### config.mk
export PLATFORM = sky130hd
export DESIGN_NAME = uart_mmio_flat
export DESIGN_NICKNAME = d
export VERILOG_FILES = /design/src/rtl/uart_mmio_pkg.sv /design/src/rtl/uart_mmio_if.sv /design/src/rtl/uart_sync_fifo.sv /design/src/rtl/uart_mmio.sv /design/src/flat_wrapper.sv
export SDC_FILE = /design/constraint.sdc
export NUM_CORES = 1
export LEC_CHECK = 0
export BUFFER_PORTS_ARGS = -buffer_cell sky130_fd_sc_hd__buf_2
export CELL_PAD_IN_SITES_DETAIL_PLACEMENT = 0
export CELL_PAD_IN_SITES_GLOBAL_PLACEMENT = 1
export CORE_MARGIN = 4
export CORE_UTILIZATION = 55
export DETAILED_ROUTE_END_ITERATION = 7
export PLACE_DENSITY_LB_ADDON = 0.1
export SLEW_MARGIN = 0
export SYNTH_ARGS = -nofsm -noshare
export SYNTH_HDL_FRONTEND = slang
export SYNTH_SLANG_ARGS = --single-unit
### constraint.sdc
create_clock -name clk -period 5.77 [get_ports clk]
set_input_delay 1.154 -clock clk [delete_from_list [all_inputs] [get_ports clk]]
set_output_delay 1.154 -clock clk [all_outputs]
set_load 0.1 [all_outputs]
### src/rtl/uart_mmio_pkg.sv
// Shared definitions for the UART memory-mapped responder: register
// indices inside the 16-byte window, STATUS/CTRL bit positions and a
// helper that assembles the STATUS word.
package uart_mmio_pkg;

    // Word index within the register window (dataaddr[3:2]).
    typedef enum logic [1:0] {
        UART_REG_DATA   = 2'd0,
        UART_REG_STATUS = 2'd1,
        UART_REG_CTRL   = 2'd2,
        UART_REG_RSVD   = 2'd3
    } uart_reg_e;

    // STATUS bit positions.
    localparam int STAT_RX_VALID     = 0;
    localparam int STAT_TX_FULL      = 1;
    localparam int STAT_TX_EMPTY     = 2;
    localparam int STAT_RX_OVF       = 3;
    localparam int STAT_TX_OVF       = 4;
    localparam int STAT_RX_COUNT_LSB = 8;

    // CTRL bit positions.
    localparam int CTRL_RX_IRQ_EN = 0;
    localparam int CTRL_TX_IRQ_EN = 1;

    // Assemble the STATUS read word from its individual fields.
    function automatic logic [31:0] pack_status(
        input logic [7:0] rx_count,
        input logic       tx_ovf,
        input logic       rx_ovf,
        input logic       tx_empty,
        input logic       tx_full,
        input logic       rx_valid
    );
        logic [31:0] word;
        word                                        = '0;
        word[STAT_RX_COUNT_LSB +: 8]                = rx_count;
        word[STAT_TX_OVF]                           = tx_ovf;
        word[STAT_RX_OVF]                           = rx_ovf;
        word[STAT_TX_EMPTY]                         = tx_empty;
        word[STAT_TX_FULL]                          = tx_full;
        word[STAT_RX_VALID]                         = rx_valid;
        return word;
    endfunction

endpackage

### src/rtl/uart_mmio_if.sv
// Bundle of the CPU data-port bus and the uart engine byte handshake as
// seen by the memory-mapped responder. The slave modport is the
// responder's view; the master modport is the CPU/engine side.
interface uart_mmio_if;

    logic [31:0] dataaddr;
    logic [31:0] writedata;
    logic        memwrite;
    logic        memread;
    logic [31:0] readdata;

    logic [7:0]  tx_data;
    logic        tx_data_valid;
    logic        tx_data_ack;

    logic [7:0]  rx_data;
    logic        rx_data_fresh;

    modport slave (
        input  dataaddr,
        input  writedata,
        input  memwrite,
        input  memread,
        output readdata,
        output tx_data,
        output tx_data_valid,
        input  tx_data_ack,
        input  rx_data,
        input  rx_data_fresh
    );

    modport master (
        output dataaddr,
        output writedata,
        output memwrite,
        output memread,
        input  readdata,
        input  tx_data,
        input  tx_data_valid,
        output tx_data_ack,
        output rx_data,
        output rx_data_fresh
    );

endinterface

### src/rtl/uart_sync_fifo.sv
// Single-clock FIFO with AW+1-bit wrapping pointers. A push into a full
// FIFO is accepted only when a pop happens in the same cycle; a pop on
// an empty FIFO does nothing. dout reads 0 while the FIFO is empty so
// that consumers see a clean value after reset.
module uart_sync_fifo #(
    parameter int DW = 8,
    parameter int AW = 4
) (
    input  logic          clk,
    input  logic          reset,
    input  logic          push,
    input  logic [DW-1:0] din,
    input  logic          pop,
    output logic [DW-1:0] dout,
    output logic          full,
    output logic          empty,
    output logic [AW:0]   count
);

    logic [DW-1:0] mem [2**AW];
    logic [AW:0]   wp;
    logic [AW:0]   rp;
    logic          pop_ok;
    logic          push_ok;

    assign empty   = (wp == rp);
    assign full    = (wp[AW] != rp[AW]) && (wp[AW-1:0] == rp[AW-1:0]);
    assign count   = wp - rp;
    assign pop_ok  = pop && !empty;
    assign push_ok = push && (!full || pop_ok);
    assign dout    = empty ? '0 : mem[rp[AW-1:0]];

    // Pointer update; both pointers may advance in the same cycle.
    always_ff @(posedge clk or negedge reset) begin
        if (!reset) begin
            wp <= '0;
            rp <= '0;
        end else begin
            if (push_ok) begin
                wp <= wp + 1'b1;
            end
            if (pop_ok) begin
                rp <= rp + 1'b1;
            end
        end
    end

    // Storage write; contents need no reset because empty masks dout.
    always_ff @(posedge clk) begin
        if (push_ok) begin
            mem[wp[AW-1:0]] <= din;
        end
    end

endmodule

### src/rtl/uart_mmio.sv
// Memory-mapped responder between the CPU data port and the uart serial
// engine. Stores to DATA queue bytes for transmission, loads from DATA
// pop received bytes, STATUS reports FIFO state and sticky overrun
// flags, CTRL holds the interrupt enables. The interrupt is registered.
module uart_mmio
    import uart_mmio_pkg::*;
#(
    parameter logic [31:0] BASE_ADDR = 32'h00021000,
    parameter int          FIFO_AW   = 4
) (
    input  logic       clk,
    input  logic       reset,
    uart_mmio_if.slave bus,
    output logic       irq
);

    logic            sel;
    uart_reg_e       reg_idx;
    logic            wr_data;
    logic            wr_status;
    logic            wr_ctrl;
    logic            rd_data;

    logic [7:0]      tx_head;
    logic            tx_full;
    logic            tx_empty;
    logic            tx_pop_ok;
    logic [FIFO_AW:0] tx_count_unused;

    logic [7:0]      rx_head;
    logic            rx_full;
    logic            rx_empty;
    logic            rx_valid;
    logic            rx_pop_ok;
    logic [FIFO_AW:0] rx_count;
    logic [7:0]      rx_count8;

    logic            tx_ovf;
    logic            rx_ovf;
    logic            tx_ovf_set;
    logic            rx_ovf_set;
    logic            rx_irq_en;
    logic            tx_irq_en;
    logic            irq_next;

    logic            addr_bits_unused;

    // Only the window base and the word index matter; byte lanes and the
    // upper write-data bits are not part of any register.
    assign addr_bits_unused = ^{bus.dataaddr[1:0], bus.writedata[31:8]};

    assign sel       = (bus.dataaddr[31:4] == BASE_ADDR[31:4]);
    assign reg_idx   = uart_reg_e'(bus.dataaddr[3:2]);
    assign wr_data   = sel && bus.memwrite && (reg_idx == UART_REG_DATA);
    assign wr_status = sel && bus.memwrite && (reg_idx == UART_REG_STATUS);
    assign wr_ctrl   = sel && bus.memwrite && (reg_idx == UART_REG_CTRL);
    assign rd_data   = sel && bus.memread  && (reg_idx == UART_REG_DATA);

    assign tx_pop_ok = bus.tx_data_ack && !tx_empty;
    assign rx_pop_ok = rd_data && !rx_empty;
    assign rx_valid  = !rx_empty;
    assign rx_count8 = 8'(rx_count);

    // A byte is lost only when the FIFO is full and nothing leaves it in
    // the same cycle.
    assign tx_ovf_set = wr_data && tx_full && !tx_pop_ok;
    assign rx_ovf_set = bus.rx_data_fresh && rx_full && !rx_pop_ok;

    uart_sync_fifo #(
        .DW (8),
        .AW (FIFO_AW)
    ) u_tx_fifo (
        .clk   (clk),
        .reset (reset),
        .push  (wr_data),
        .din   (bus.writedata[7:0]),
        .pop   (bus.tx_data_ack),
        .dout  (tx_head),
        .full  (tx_full),
        .empty (tx_empty),
        .count (tx_count_unused)
    );

    uart_sync_fifo #(
        .DW (8),
        .AW (FIFO_AW)
    ) u_rx_fifo (
        .clk   (clk),
        .reset (reset),
        .push  (bus.rx_data_fresh),
        .din   (bus.rx_data),
        .pop   (rd_data),
        .dout  (rx_head),
        .full  (rx_full),
        .empty (rx_empty),
        .count (rx_count)
    );

    assign bus.tx_data       = tx_head;
    assign bus.tx_data_valid = !tx_empty;

    // Sticky overrun flags: write-1-to-clear, a new overrun beats the clear.
    always_ff @(posedge clk or negedge reset) begin
        if (!reset) begin
            tx_ovf <= 1'b0;
            rx_ovf <= 1'b0;
        end else begin
            if (tx_ovf_set) begin
                tx_ovf <= 1'b1;
            end else if (wr_status && bus.writedata[STAT_TX_OVF]) begin
                tx_ovf <= 1'b0;
            end
            if (rx_ovf_set) begin
                rx_ovf <= 1'b1;
            end else if (wr_status && bus.writedata[STAT_RX_OVF]) begin
                rx_ovf <= 1'b0;
            end
        end
    end

    // CTRL register holding the two interrupt enables.
    always_ff @(posedge clk or negedge reset) begin
        if (!reset) begin
            rx_irq_en <= 1'b0;
            tx_irq_en <= 1'b0;
        end else if (wr_ctrl) begin
            rx_irq_en <= bus.writedata[CTRL_RX_IRQ_EN];
            tx_irq_en <= bus.writedata[CTRL_TX_IRQ_EN];
        end
    end

    // Combinational read mux; anything outside the window reads 0.
    always_comb begin
        bus.readdata = '0;
        if (sel) begin
            case (reg_idx)
                UART_REG_DATA:   bus.readdata = {24'b0, rx_head};
                UART_REG_STATUS: bus.readdata = pack_status(rx_count8, tx_ovf, rx_ovf,
                                                            tx_empty, tx_full, rx_valid);
                UART_REG_CTRL:   bus.readdata = {30'b0, tx_irq_en, rx_irq_en};
                default:         bus.readdata = '0;
            endcase
        end
    end

    assign irq_next = (rx_irq_en && rx_valid) || (tx_irq_en && tx_empty) || rx_ovf;

    // Interrupt request registered from the current status, one cycle behind.
    always_ff @(posedge clk or negedge reset) begin
        if (!reset) begin
            irq <= 1'b0;
        end else begin
            irq <= irq_next;
        end
    end

endmodule

### src/flat_wrapper.sv
// flat-port wrapper written by rule: the top's interface ports become plain ports
module uart_mmio_flat import uart_mmio_pkg::*;
#(
    parameter logic [31:0] BASE_ADDR = 32'h00021000,
    parameter int          FIFO_AW   = 4
)
  (clk, reset, irq, bus_dataaddr, bus_writedata, bus_memwrite, bus_memread, bus_readdata, bus_tx_data, bus_tx_data_valid, bus_tx_data_ack, bus_rx_data, bus_rx_data_fresh);
  uart_mmio_if bus_i ();
  input  logic clk;
  input  logic reset;
  output logic irq;
  input wire logic [$bits(bus_i.dataaddr)-1:0] bus_dataaddr;
  input wire logic [$bits(bus_i.writedata)-1:0] bus_writedata;
  input wire logic [$bits(bus_i.memwrite)-1:0] bus_memwrite;
  input wire logic [$bits(bus_i.memread)-1:0] bus_memread;
  output wire logic [$bits(bus_i.readdata)-1:0] bus_readdata;
  output wire logic [$bits(bus_i.tx_data)-1:0] bus_tx_data;
  output wire logic [$bits(bus_i.tx_data_valid)-1:0] bus_tx_data_valid;
  input wire logic [$bits(bus_i.tx_data_ack)-1:0] bus_tx_data_ack;
  input wire logic [$bits(bus_i.rx_data)-1:0] bus_rx_data;
  input wire logic [$bits(bus_i.rx_data_fresh)-1:0] bus_rx_data_fresh;
  assign bus_i.dataaddr = bus_dataaddr;
  assign bus_i.writedata = bus_writedata;
  assign bus_i.memwrite = bus_memwrite;
  assign bus_i.memread = bus_memread;
  assign bus_readdata = bus_i.readdata;
  assign bus_tx_data = bus_i.tx_data;
  assign bus_tx_data_valid = bus_i.tx_data_valid;
  assign bus_i.tx_data_ack = bus_tx_data_ack;
  assign bus_i.rx_data = bus_rx_data;
  assign bus_i.rx_data_fresh = bus_rx_data_fresh;
  uart_mmio #(.BASE_ADDR(BASE_ADDR), .FIFO_AW(FIFO_AW)) u_core (.clk(clk), .reset(reset), .bus(bus_i), .irq(irq));
endmodule
==> After elaboration in Yosys (flattened, before gate mapping) <==
Memories as Yosys holds them, arrays and structs flattened.
Cells that the tools add are included.
{ "word_totals": {"n_memories": 2, "wordCells": 70, "in_bits": 78, "register_bits": 25, "ram_bits": 256} }
{ "op_classes": {"n_reduce_logical": 33, "n_addsub": 5, "n_eq_ne": 9, "muxes": 12} }
{ "memory_table": {"columns": ["name", "depth", "word_bits", "rd", "rd_ports_with_merged_regs", "wr", "line_no", "text"], "rows": [
  ["u_core.u_rx_fifo.mem", 16, 8, 1, 0, 1, "uart_sync_fifo.sv:20", "logic [DW-1:0] mem [2**AW];"],
  ["u_core.u_tx_fifo.mem", 16, 8, 1, 0, 1, "uart_sync_fifo.sv:20", null]
]} }
{ "op_table": {"columns": ["op", "count"], "rows": [
  ["$pmux W13 S3", 1],
  ["$mux W32", 1],
  ["$eq A28 B14 Y1 const B", 1],
  ["$add A5 B1 Y5 const B", 4],
  ["$logic_and A1 B1 Y1", 20],
  ["$mux W8", 2],
  ["$eq A5 B5 Y1", 2],
  ["$eq A4 B4 Y1", 2],
  ["$mux W1", 8],
  ["$logic_not A1 Y1", 6],
  ["$sub A5 B5 Y5", 1],
  ["$logic_or A1 B1 Y1", 4],
  ["$reduce_bool A2 Y1", 2],
  ["$eq A2 B1 Y1 const B", 1],
  ["$eq A2 B2 Y1 const B", 1],
  ["$logic_not A2 Y1", 1],
  ["$ne A1 B1 Y1", 2]
]} }

==> Longest topological paths before layout <==
Gate-level depths: netlist of run 1.
{ "logic_depth": {"word_depth": 8, "depth_mapped": 10, "ltp_nobuf": 8} }

==> By module <==
From an unflattened synthesis of run 1, not the netlist that was laid out.
{ "unflattened": {"cells_unflattened": 658, "area_unflattened_um2": 12106.6} }
{ "by_module_without_submodules": {"columns": ["module", "instances", "cells_per_inst", "area_per_inst_um2"], "rows": [
  ["uart_sync_fifo (u_core.u_tx_fifo)", 1, 288, 5698.0],
  ["uart_sync_fifo (u_core.u_rx_fifo)", 1, 283, 5694.2],
  ["uart_mmio", 1, 87, 714.4]
]} }

==> Worst setup path before layout of run 1 <==
Ideal clock, no wire load.
{ "synth_path": {"path_type": "register to output", "from": "register u_core.u_rx_fifo.rp[1]", "to": "output bus_readdata[1]", "arrival_ns": 3.878, "setup_slack_ns": 0.738, "n_path_buf": 2, "t_required_ns": 4.616, "stages_incl_launch_ff": 10, "cell_sequence": "dfrtp_1 > buf_1 > clkbuf_1 > inv_1 > ha_1 > nand4_1 > nor2_1 > nor3_1 > nand3_1 > a31oi_1"} }
{ "synth_via": {"elab_chain_cells": 4} }
{ "synth_lines": {"columns": ["item", "line_no", "text"], "rows": [
  ["start: declaration", "uart_sync_fifo.sv:22", "logic [AW:0] rp;"],
  ["start signal: assignment", "uart_sync_fifo.sv:43", "rp <= rp + 1'b1;"],
  ["$mem_v2 Z16 W8 or $eq A5 B5 Y1 (tied branches)", null, null],
  ["$mux W8 (*)", "uart_sync_fifo.sv:31", "assign dout = empty ? '0 : mem[rp[AW-1:0]];"],
  ["$pmux W13 S3 (*)", "uart_mmio.sv:136", "case (reg_idx)"],
  ["$mux W32 (*)", "uart_mmio.sv:135", "if (sel) begin"],
  ["end: declaration", "flat_wrapper.sv:16", "output wire logic [$bits(bus_i.readdata)-1:0] bus_readdata;"]
]} }
Every way passes the cells marked *; elsewhere a longest branch is shown, timed or not.

==> Worst setup path after layout of run 1 <==
{ "layout_path": {"from": "register u_core.u_rx_fifo.rp[2]", "to": "output bus_readdata[4]"} }
The elaborated chain is that of the path after synthesis.

==> results of run 1 <==
## final cells by class
type | instances | area share (%)
Sequential cell | 281 | 62.5
Multi-Input combinational cell | 296 | 24.1
Clock buffer | 36 | 5.65
Timing Repair Buffer | 95 | 3.97
Tap cell | 275 | 2.58
Clock inverter | 14 | 0.705
Inverter | 19 | 0.536
## routing by layer
| layer | GRT usage (%) | wire length, µm | vias to the layer above |
|---|---|---|---|
| met1 | 25.2 | 8800 | 3039 |
| met4 | 4.71 | 517 | 0 |
| li1 | - | - | 2660 |
| met5 | 0 | 0 | - |
| met3 | 2.80 | 1020 | 32 |
| met2 | 35.5 | 12500 | 150 |
## final timing paths
kind                                         from                         end  slack, ns  cells past startpoint
hold / removal             u_core.u_rx_fifo.wp[4]      u_core.u_rx_fifo.wp[4]       0.48                      1
max in group asynchronous                   reset      u_core.u_rx_fifo.rp[0]       4.72                      1
setup reg to reg           u_core.u_rx_fifo.rp[2]  u_core.u_rx_fifo.mem[7][4]       1.85                      7
setup / recovery           u_core.u_rx_fifo.rp[2]             bus_readdata[4]       1.06                      9
hold reg to reg            u_core.u_rx_fifo.wp[4]      u_core.u_rx_fifo.wp[4]       0.48                      1
min in group asynchronous                   reset      u_core.u_tx_fifo.rp[4]       0.63                      1
## state kept, by name, summed over array words and instances (netlist names)
signal                count
u_core.rx_ovf             1
u_core.u_rx_fifo.rp       5
u_core.tx_irq_en          1
u_core.u_tx_fifo.wp       5
u_core.rx_irq_en          1
u_core.u_rx_fifo.wp       5
u_core.tx_ovf             1
u_core.irq                1
u_core.u_tx_fifo.rp       5
u_core.u_rx_fifo.mem    128
u_core.u_tx_fifo.mem    128
## metrics by stage
stage	total power [mW]	hold WS [ns]
floorplan	3.72	0.446
global placement	4.00	0.476
detailed placement	4.03	0.470
CTS	5.70	0.488
global route	5.87	0.496
finish	5.63	0.483
## cell usage in the layout, fill, tap and decap left out, drive strengths merged, types with 2 or more instances in the layout
cell type / count
nand3: 8
and2: 10
dfrtp: 25
a31oi: 4
or4b: 2
clkinv: 11
mux4: 74
mux2: 5
nor2: 15
a32oi: 2
o21ai: 5
nor3: 16
or4: 2
nand2: 23
xnor2: 13
ha: 14
or3: 3
xor2: 12
nand4: 6
mux2i: 2
clkbuf: 36
and3: 16
edfxtp: 256
a21o: 2
conb: 19
nor4: 13
nand2b: 4
a211o: 3
nor4b: 2
buf: 95
inv: 20
nor2b: 5
a21oi: 4
## Yosys cell counts (2+ instances only)
cell,n,area [µm²]
mux2_2,3,33.8
mux4_2,74,1670
o21ai_1,3,15.0
nor4_1,9,56.3
a32oi_1,2,17.5
buf_2,10,50.1
nor4_2,4,50.1
mux2_1,2,22.5
nor4b_2,2,30.0
or4b_1,2,20.0
nand2b_1,4,25.0
a21o_1,2,15.0
and2_1,10,62.6
a21oi_1,3,15.0
nor3_1,16,80.1
nor2_1,14,52.6
nor2b_1,5,31.3
clkbuf_1,10,37.5
nand3_1,8,40.0
edfxtp_1,256,7690
o21ai_0,2,10.0
buf_4,22,165
xnor2_1,13,114
dfrtp_1,25,626
inv_1,18,67.6
ha_1,14,175
nand4_1,5,31.3
mux2i_1,2,20.0
buf_1,3,11.3
a31oi_1,4,25.0
or3_1,3,18.8
and3_1,16,100
nand2_1,23,86.3
a211o_1,3,26.3
xor2_1,12,105
## cells by family after synthesis
group	synth area share, %
AOI/OAI and AO/OA	1.83
xor gates and xnor gates	1.86
adders and majority gates	1.66
buffers and inverters	2.94
DFF	70.6
muxes	14.8
other	0.0318
and+or+nand+nor	6.33
## power by group through the flow
stage          clock network [mW]  registers (mW)  logic (mW)
2_1_floorplan                   0            2.47        1.25
3_3_place_gp                    0            2.56        1.45
3_5_place_dp                    0            2.56        1.46
4_1_cts                      1.70            2.52        1.47
5_1_grt                      1.79            2.54        1.54
6_report                     1.66            2.52        1.45
==> metrics.txt, run 1 <==
Syn Area/Cell=18.9 µm²; area of the multi-input gates=0.00321 mm²; die width=154 µm; Layout Cells excl Fill=approximately 1,000; clk_lat worst skew=0.53 ns; CTS sink cnt=281; antenna violations before repair=0; I/O pins=120; mapped cell area=0.0118 mm²; register area share after synthesis=a little over 70%; Post-CTS Setup Inserts=0; Sequential Power Share=between 40% and 50%; delay-heaviest family, CP=buffers and inverters; Syn Inst Count=624; HP Class=flip-flop to flip-flop; # setup viols final=0; clock buffer count from CTS=29; Switching Share=32.2%; Detailed Routing Iterations Pass 1=4; Comb pwr share=between 20% and 30%; CTS resizes=0; fin worst setup slack=1.06 ns; IO buf count=74; Max Slew Vio Count=0; # fillers=1,476; Post-synth EDFFs=256; Vias/cell=around 5.8; total grt overflow=0; fraction of registers with async set/reset=8.90%; clk_skew=0.00742 ns; RSZ-0062 raised after global routing=no; Max Cap Violations=0; Yosys Warn Count=0; nets=815; Inst Count DP=966; Total Die Area=0.0238 mm²; worst-path fanout max=19; P_sw=1.81 mW; slowest stage delay, CP=0.88 ns; Least-Margin Pin Slew=0.965 ns; Starting Density=between 50% and 60%; CP Data Required Time=4.62 ns; DRT iter0 DRCs=around 400; layout cells sized above 1=30.6%; Synth Register Bits=281; CP endpoint kind=output port; first-pass GRT wire length=36,200 µm; Rows=53; post-route minimum period=4.71 ns; final period utilization=81.7%; wire per inst=approximately 23 µm; Clock power frac=29.5%; Clock Tree Buf Depth=3; Max Fclk=212 MHz; vias=5,881; pin count of the biggest net entering global routing=34; Pwr Density=423 mW/mm²; DRC Markers=0; final instance area=0.0133 mm²; drt total wl=~23,000 µm; Hold Fails Final Rpt=0; CTS H-Tree Depth=1; placed inst area=0.0125 mm²; GRT Util Overall=just under 20%; CP Launch Type=flip-flop; Die Y=between 150 and 200 µm; CP Cell Sequence=inv_2 > ha_1 > nand4_1 > nor2_1 > nor3_1 > buf_4 > nand4_1 > a21oi_1 > buf_2; worst path buffer plus inverter count=3; RD Place Congestion=between 0.8 and 0.9; register area=between 0.008 and 0.009 mm²; CTS Root Cell=clkbuf_16; critical path type=flip-flop to output port; VDD IR-drop max=295 µV; DRT antenna net count=0; number of global-route vias before repair=6,290; CP arrival=3.56 ns; Area growth syn-to-layout=13.0%; Slowest-stage cell, CP=dfrtp_1; HPWL Detailed=15,600 µm; Core Util, Final=a little over three fifths; P_int=~3.8 mW; run status=completed; leakage power=4.60 nW; post-synth cell types=55; total core area=0.0210 mm²; Max-Slew Margin vs Limit=35.6%; setup tns final=0 ns; Hold-fix buffers, CTS=0; ant diodes=0; clk slew on worst S/H paths=~0.060 ns; CP most frequent cell=nand4_1; ys flop type=edfxtp_1; CTS tree=built; Setup WS pre-CTS=between 1 and 1.5 ns
(Power assumes the default switching activity.)
==> inputs of run 2 (changes only) <==
--- a/config.mk
+++ b/config.mk
@@ -5,11 +5,12 @@
 export SDC_FILE = /design/constraint.sdc
 export NUM_CORES = 1
 export LEC_CHECK = 0
+export ABC_AREA = 1
 export BUFFER_PORTS_ARGS = -buffer_cell sky130_fd_sc_hd__buf_2
 export CELL_PAD_IN_SITES_DETAIL_PLACEMENT = 0
 export CELL_PAD_IN_SITES_GLOBAL_PLACEMENT = 1
 export CORE_MARGIN = 4
-export CORE_UTILIZATION = 55
+export CORE_UTILIZATION = 47
 export DETAILED_ROUTE_END_ITERATION = 7
 export PLACE_DENSITY_LB_ADDON = 0.1
 export SLEW_MARGIN = 0
==> constraint.sdc (replaced) <==
create_clock -name clk -period 4.4 [get_ports clk]
set_input_delay 0.88 -clock clk [delete_from_list [all_inputs] [get_ports clk]]
set_output_delay 0.88 -clock clk [all_outputs]
set_load 0.1 [all_outputs]
==> metrics.txt, run 2 <==
mapped cell area=0.0123 mm² (was 0.0118 mm²); layout cells sized above 1=13.9% (was 30.6%); setup tns final=0 ns (unchanged); total core area=0.0259 mm² (was 0.0210 mm²); die width=170 µm (was 154 µm); Area growth syn-to-layout=15.0% (was 13.0%); Pwr Density=547 mW/mm² (was 423 mW/mm²); nets=1,303 (was 815); CP arrival=3.22 ns (was 3.56 ns); RSZ-0062 raised after global routing=no (unchanged); total grt overflow=0 (unchanged); antenna violations before repair=1 (was 0); leading area contributor after synthesis=edfxtp_1 (unchanged); IO buf count=74 (unchanged); Clock Tree Buf Depth=3 (unchanged); pin count of the biggest net entering global routing=52 (was 34); HP Class=input pin to async pin (was flip-flop to flip-flop); CTS resizes=0 (unchanged); Rows=59 (was 53); Detailed Routing Iterations Pass 1=5 (was 4); reg2reg start=u_core.u_rx_fifo.rp[3] (was u_core.u_rx_fifo.rp[2]); Area contributors post-synth=edfxtp_1 (62%), nor2_1 (6.3%), o21ai_0 (5.4%) (was edfxtp_1 (65%), mux4_2 (14%), dfrtp_1 (5.3%)); fraction of registers with async set/reset=8.90% (unchanged); CP Launch Type=flip-flop (unchanged); final period utilization=93.2%; DRC Markers=0 (unchanged); reg2reg setup slack=1.45 ns (was 1.85 ns); wire per inst=19.0 µm (was 22.5 µm); # fillers=2,220 (was 1,476); commonest non-fill, non-tap cell in the layout=edfxtp_1 (unchanged); clk slew on worst S/H paths=0.06 ns (about the same); Synth top area share=62.3% (was 65.3%); Synth Register Bits=281 (unchanged); # setup viols final=0 (unchanged); CP endpoint kind=output port (unchanged); VDD IR-drop max=602 µV (was 295 µV); ant diodes=0 (unchanged); critical path type=flip-flop to output port (unchanged); Hold Fails Final Rpt=0 (unchanged); vias=8,264 (was 5,881); Die Y=170 µm (was 154 µm); Design Power=7.75 mW (was 5.63 mW); Yosys Warn Count=0 (unchanged); HPWL Detailed=18,700 µm (was 15,600 µm); Vias/cell=5.27 (was 5.79); CTS sink cnt=281 (unchanged); Max Cap Violations=0 (unchanged); Hold-fix buffers, CTS=0 (unchanged); Least-Margin Pin Slew=0.930 ns (was 0.965 ns); Commonest cells post-synth=edfxtp_1 (256), nor2_1 (207), nand2_1 (174) (was edfxtp_1 (256), mux4_2 (74), dfrtp_1 (25)); Starting Density=47.6% (was 56.0%); GRT Util Overall=20.4% (was 19.6%); Post-CTS Setup Inserts=0 (unchanged); CTS tree=built (unchanged); clock buffer count from CTS=29 (unchanged); Syn Inst Count=1,116 (was 624); Post-synth EDFFs=256 (unchanged); DRT iter0 DRCs=684 (was 395); register area share after synthesis=67.4% (was 70.6%); drt total wl=29,900 µm (was 22,900 µm); clk_lat worst skew=0.54 ns (was 0.53 ns); first-pass GRT wire length=45,400 µm (was 36,200 µm); clk_skew=0.0101 ns (was 0.00742 ns); I/O pins=120 (unchanged); Syn Area/Cell=11.1 µm² (was 18.9 µm²); CP endpoint=bus_tx_data[3] (was bus_readdata[4]); Max Fclk=between 200 and 250 MHz; CTS Root Cell=clkbuf_16 (unchanged); DRT antenna net count=0 (unchanged); ys flop type=edfxtp_1 (unchanged); Max Slew Vio Count=0 (unchanged); Critical R2R Capture=u_core.u_rx_fifo.mem[13][1] (was u_core.u_rx_fifo.mem[7][4]); CP Data Required Time=3.52 ns (was 4.62 ns); post-synth cell types=35 (was 55); Max-Slew Margin vs Limit=37.8% (was 35.6%); RD Place Congestion=0.793 (was 0.819); Total Die Area=0.0289 mm² (was 0.0238 mm²); number of global-route vias before repair=7,928 (was 6,290); post-route minimum period=4.10 ns; run status=completed (unchanged); worst-path fanout max=41 (was 19); R2R depth=11 (was 7); CTS H-Tree Depth=1 (unchanged); Worst setup startpoint=u_core.u_tx_fifo.rp[0] (was u_core.u_rx_fifo.rp[2]); most frequent cells in the layout=edfxtp_1 (256), nor2_1 (207), nand2_1 (174), o21ai_0 (132), buf_2 (65) (was edfxtp_1 (256), mux4_2 (74), buf_2 (74), clkbuf_16 (29)); leakage power=5.24 nW (was 4.60 nW); most frequent cell after synthesis=edfxtp_1 (unchanged)
==> run 2: cell types whose count changed after synthesis, moves of 9 or more <==
| cell | previous run | this run |
|---|---|---|
| o221ai_1 | 0 | 16 |
| clkbuf_1 | 10 | 28 |
| nand2_1 | 23 | 174 |
| o211ai_1 | 1 | 22 |
| o21ai_0 | 2 | 132 |
| inv_1 | 18 | 55 |
| nor4_1 | 9 | 0 |
| nand3_1 | 8 | 54 |
| and3_1 | 16 | 0 |
| nor2_1 | 14 | 207 |
| mux4_2 | 74 | 0 |
| buf_2 | 10 | 23 |
| a21oi_1 | 3 | 19 |
==> run 2: metrics by stage <==
| step | utilization [%] | setup WS, ns | hold WS [ns] | area [µm²] | instances |
|---|---|---|---|---|---|
| 3_5_place_dp | 51.3 | 0.762 | 0.491 | 13300 | 1514 |
| 2_1_floorplan | - | 0.00621 | 0.455 | 12400 | 1134 |
| 3_3_place_gp | 51.3 | 0.729 | 0.488 | 13300 | 1514 |
| 5_1_grt | 54.7 | 0.113 | 0.371 | 14200 | 1568 |
| 4_1_cts | 54.7 | 0.310 | 0.336 | 14200 | 1568 |
| 6_report | 54.7 | 0.299 | 0.340 | 14200 | 1568 |
==> run 2: cell families after synthesis <==
| logic type | Yosys count | synth area share, % |
|---|---|---|
| and+or+nand+nor | 462 | 15.2 |
| DFF | 281 | 67.4 |
| AOI/OAI and AO/OA | 198 | 9.08 |
| buffers and inverters | 137 | 5.13 |
| xor gates and xnor gates | 22 | 1.62 |
| adders and majority gates | 15 | 1.58 |
| other | 1 | 0.0304 |
==> run 2: how the worst min path moves through the flow <==
stage	startpoint	endpoint	slack, ns
after global routing	reset	u_core.u_tx_fifo.wp[0]	0.37
after global placement	u_core.u_rx_fifo.rp[3]	u_core.u_rx_fifo.rp[3]	0.49
after floorplan	u_core.rx_ovf	u_core.irq	0.45
after CTS	reset	u_core.u_tx_fifo.wp[0]	0.34
final	reset	u_core.u_tx_fifo.wp[0]	0.34
after detailed placement	u_core.tx_irq_en	u_core.irq	0.49
==> run 2: layout make-up <==
cell class | count | area (µm²) | share of cell area (%)
Clock buffer | 43 | 808 | 5.70
Clock inverter | 11 | 85.1 | 0.600
Inverter | 63 | 236 | 1.67
Multi-Input combinational cell | 716 | 3460 | 24.4
Sequential cell | 281 | 8320 | 58.6
Tap cell | 335 | 419 | 2.96
Timing Repair Buffer | 119 | 856 | 6.03
==> run 2: worst max-delay path: stages, from the launching register on <==
cell	delay, ns
dfrtp_2	0.89
buf_4	0.46
nor2_1	0.09
nor2_1	0.09
o21ai_0	0.10
o211ai_1	0.13
nand3_1	0.20
a21oi_1	0.25
buf_2	0.46
==> run 2: layer usage <==
layer	vias to the layer above	part of all wire (%)	global-route usage (%)
met2	248	43	30.5
met3	42	6.7	2.76
met1	3952	48	32.2
li1	4022	-	-
met5	-	0	0
met4	0	1.8	4.55
==> run 2: report_power, final <==
part	total (mW)	switching [mW]	leakage, nW	internal, mW
Combinational	2.24	1.71	2.18	0.531
Clock	2.31	0.983	0.433	1.33
Sequential	3.21	0.156	2.63	3.05
Total	7.75	2.85	5.24	4.91
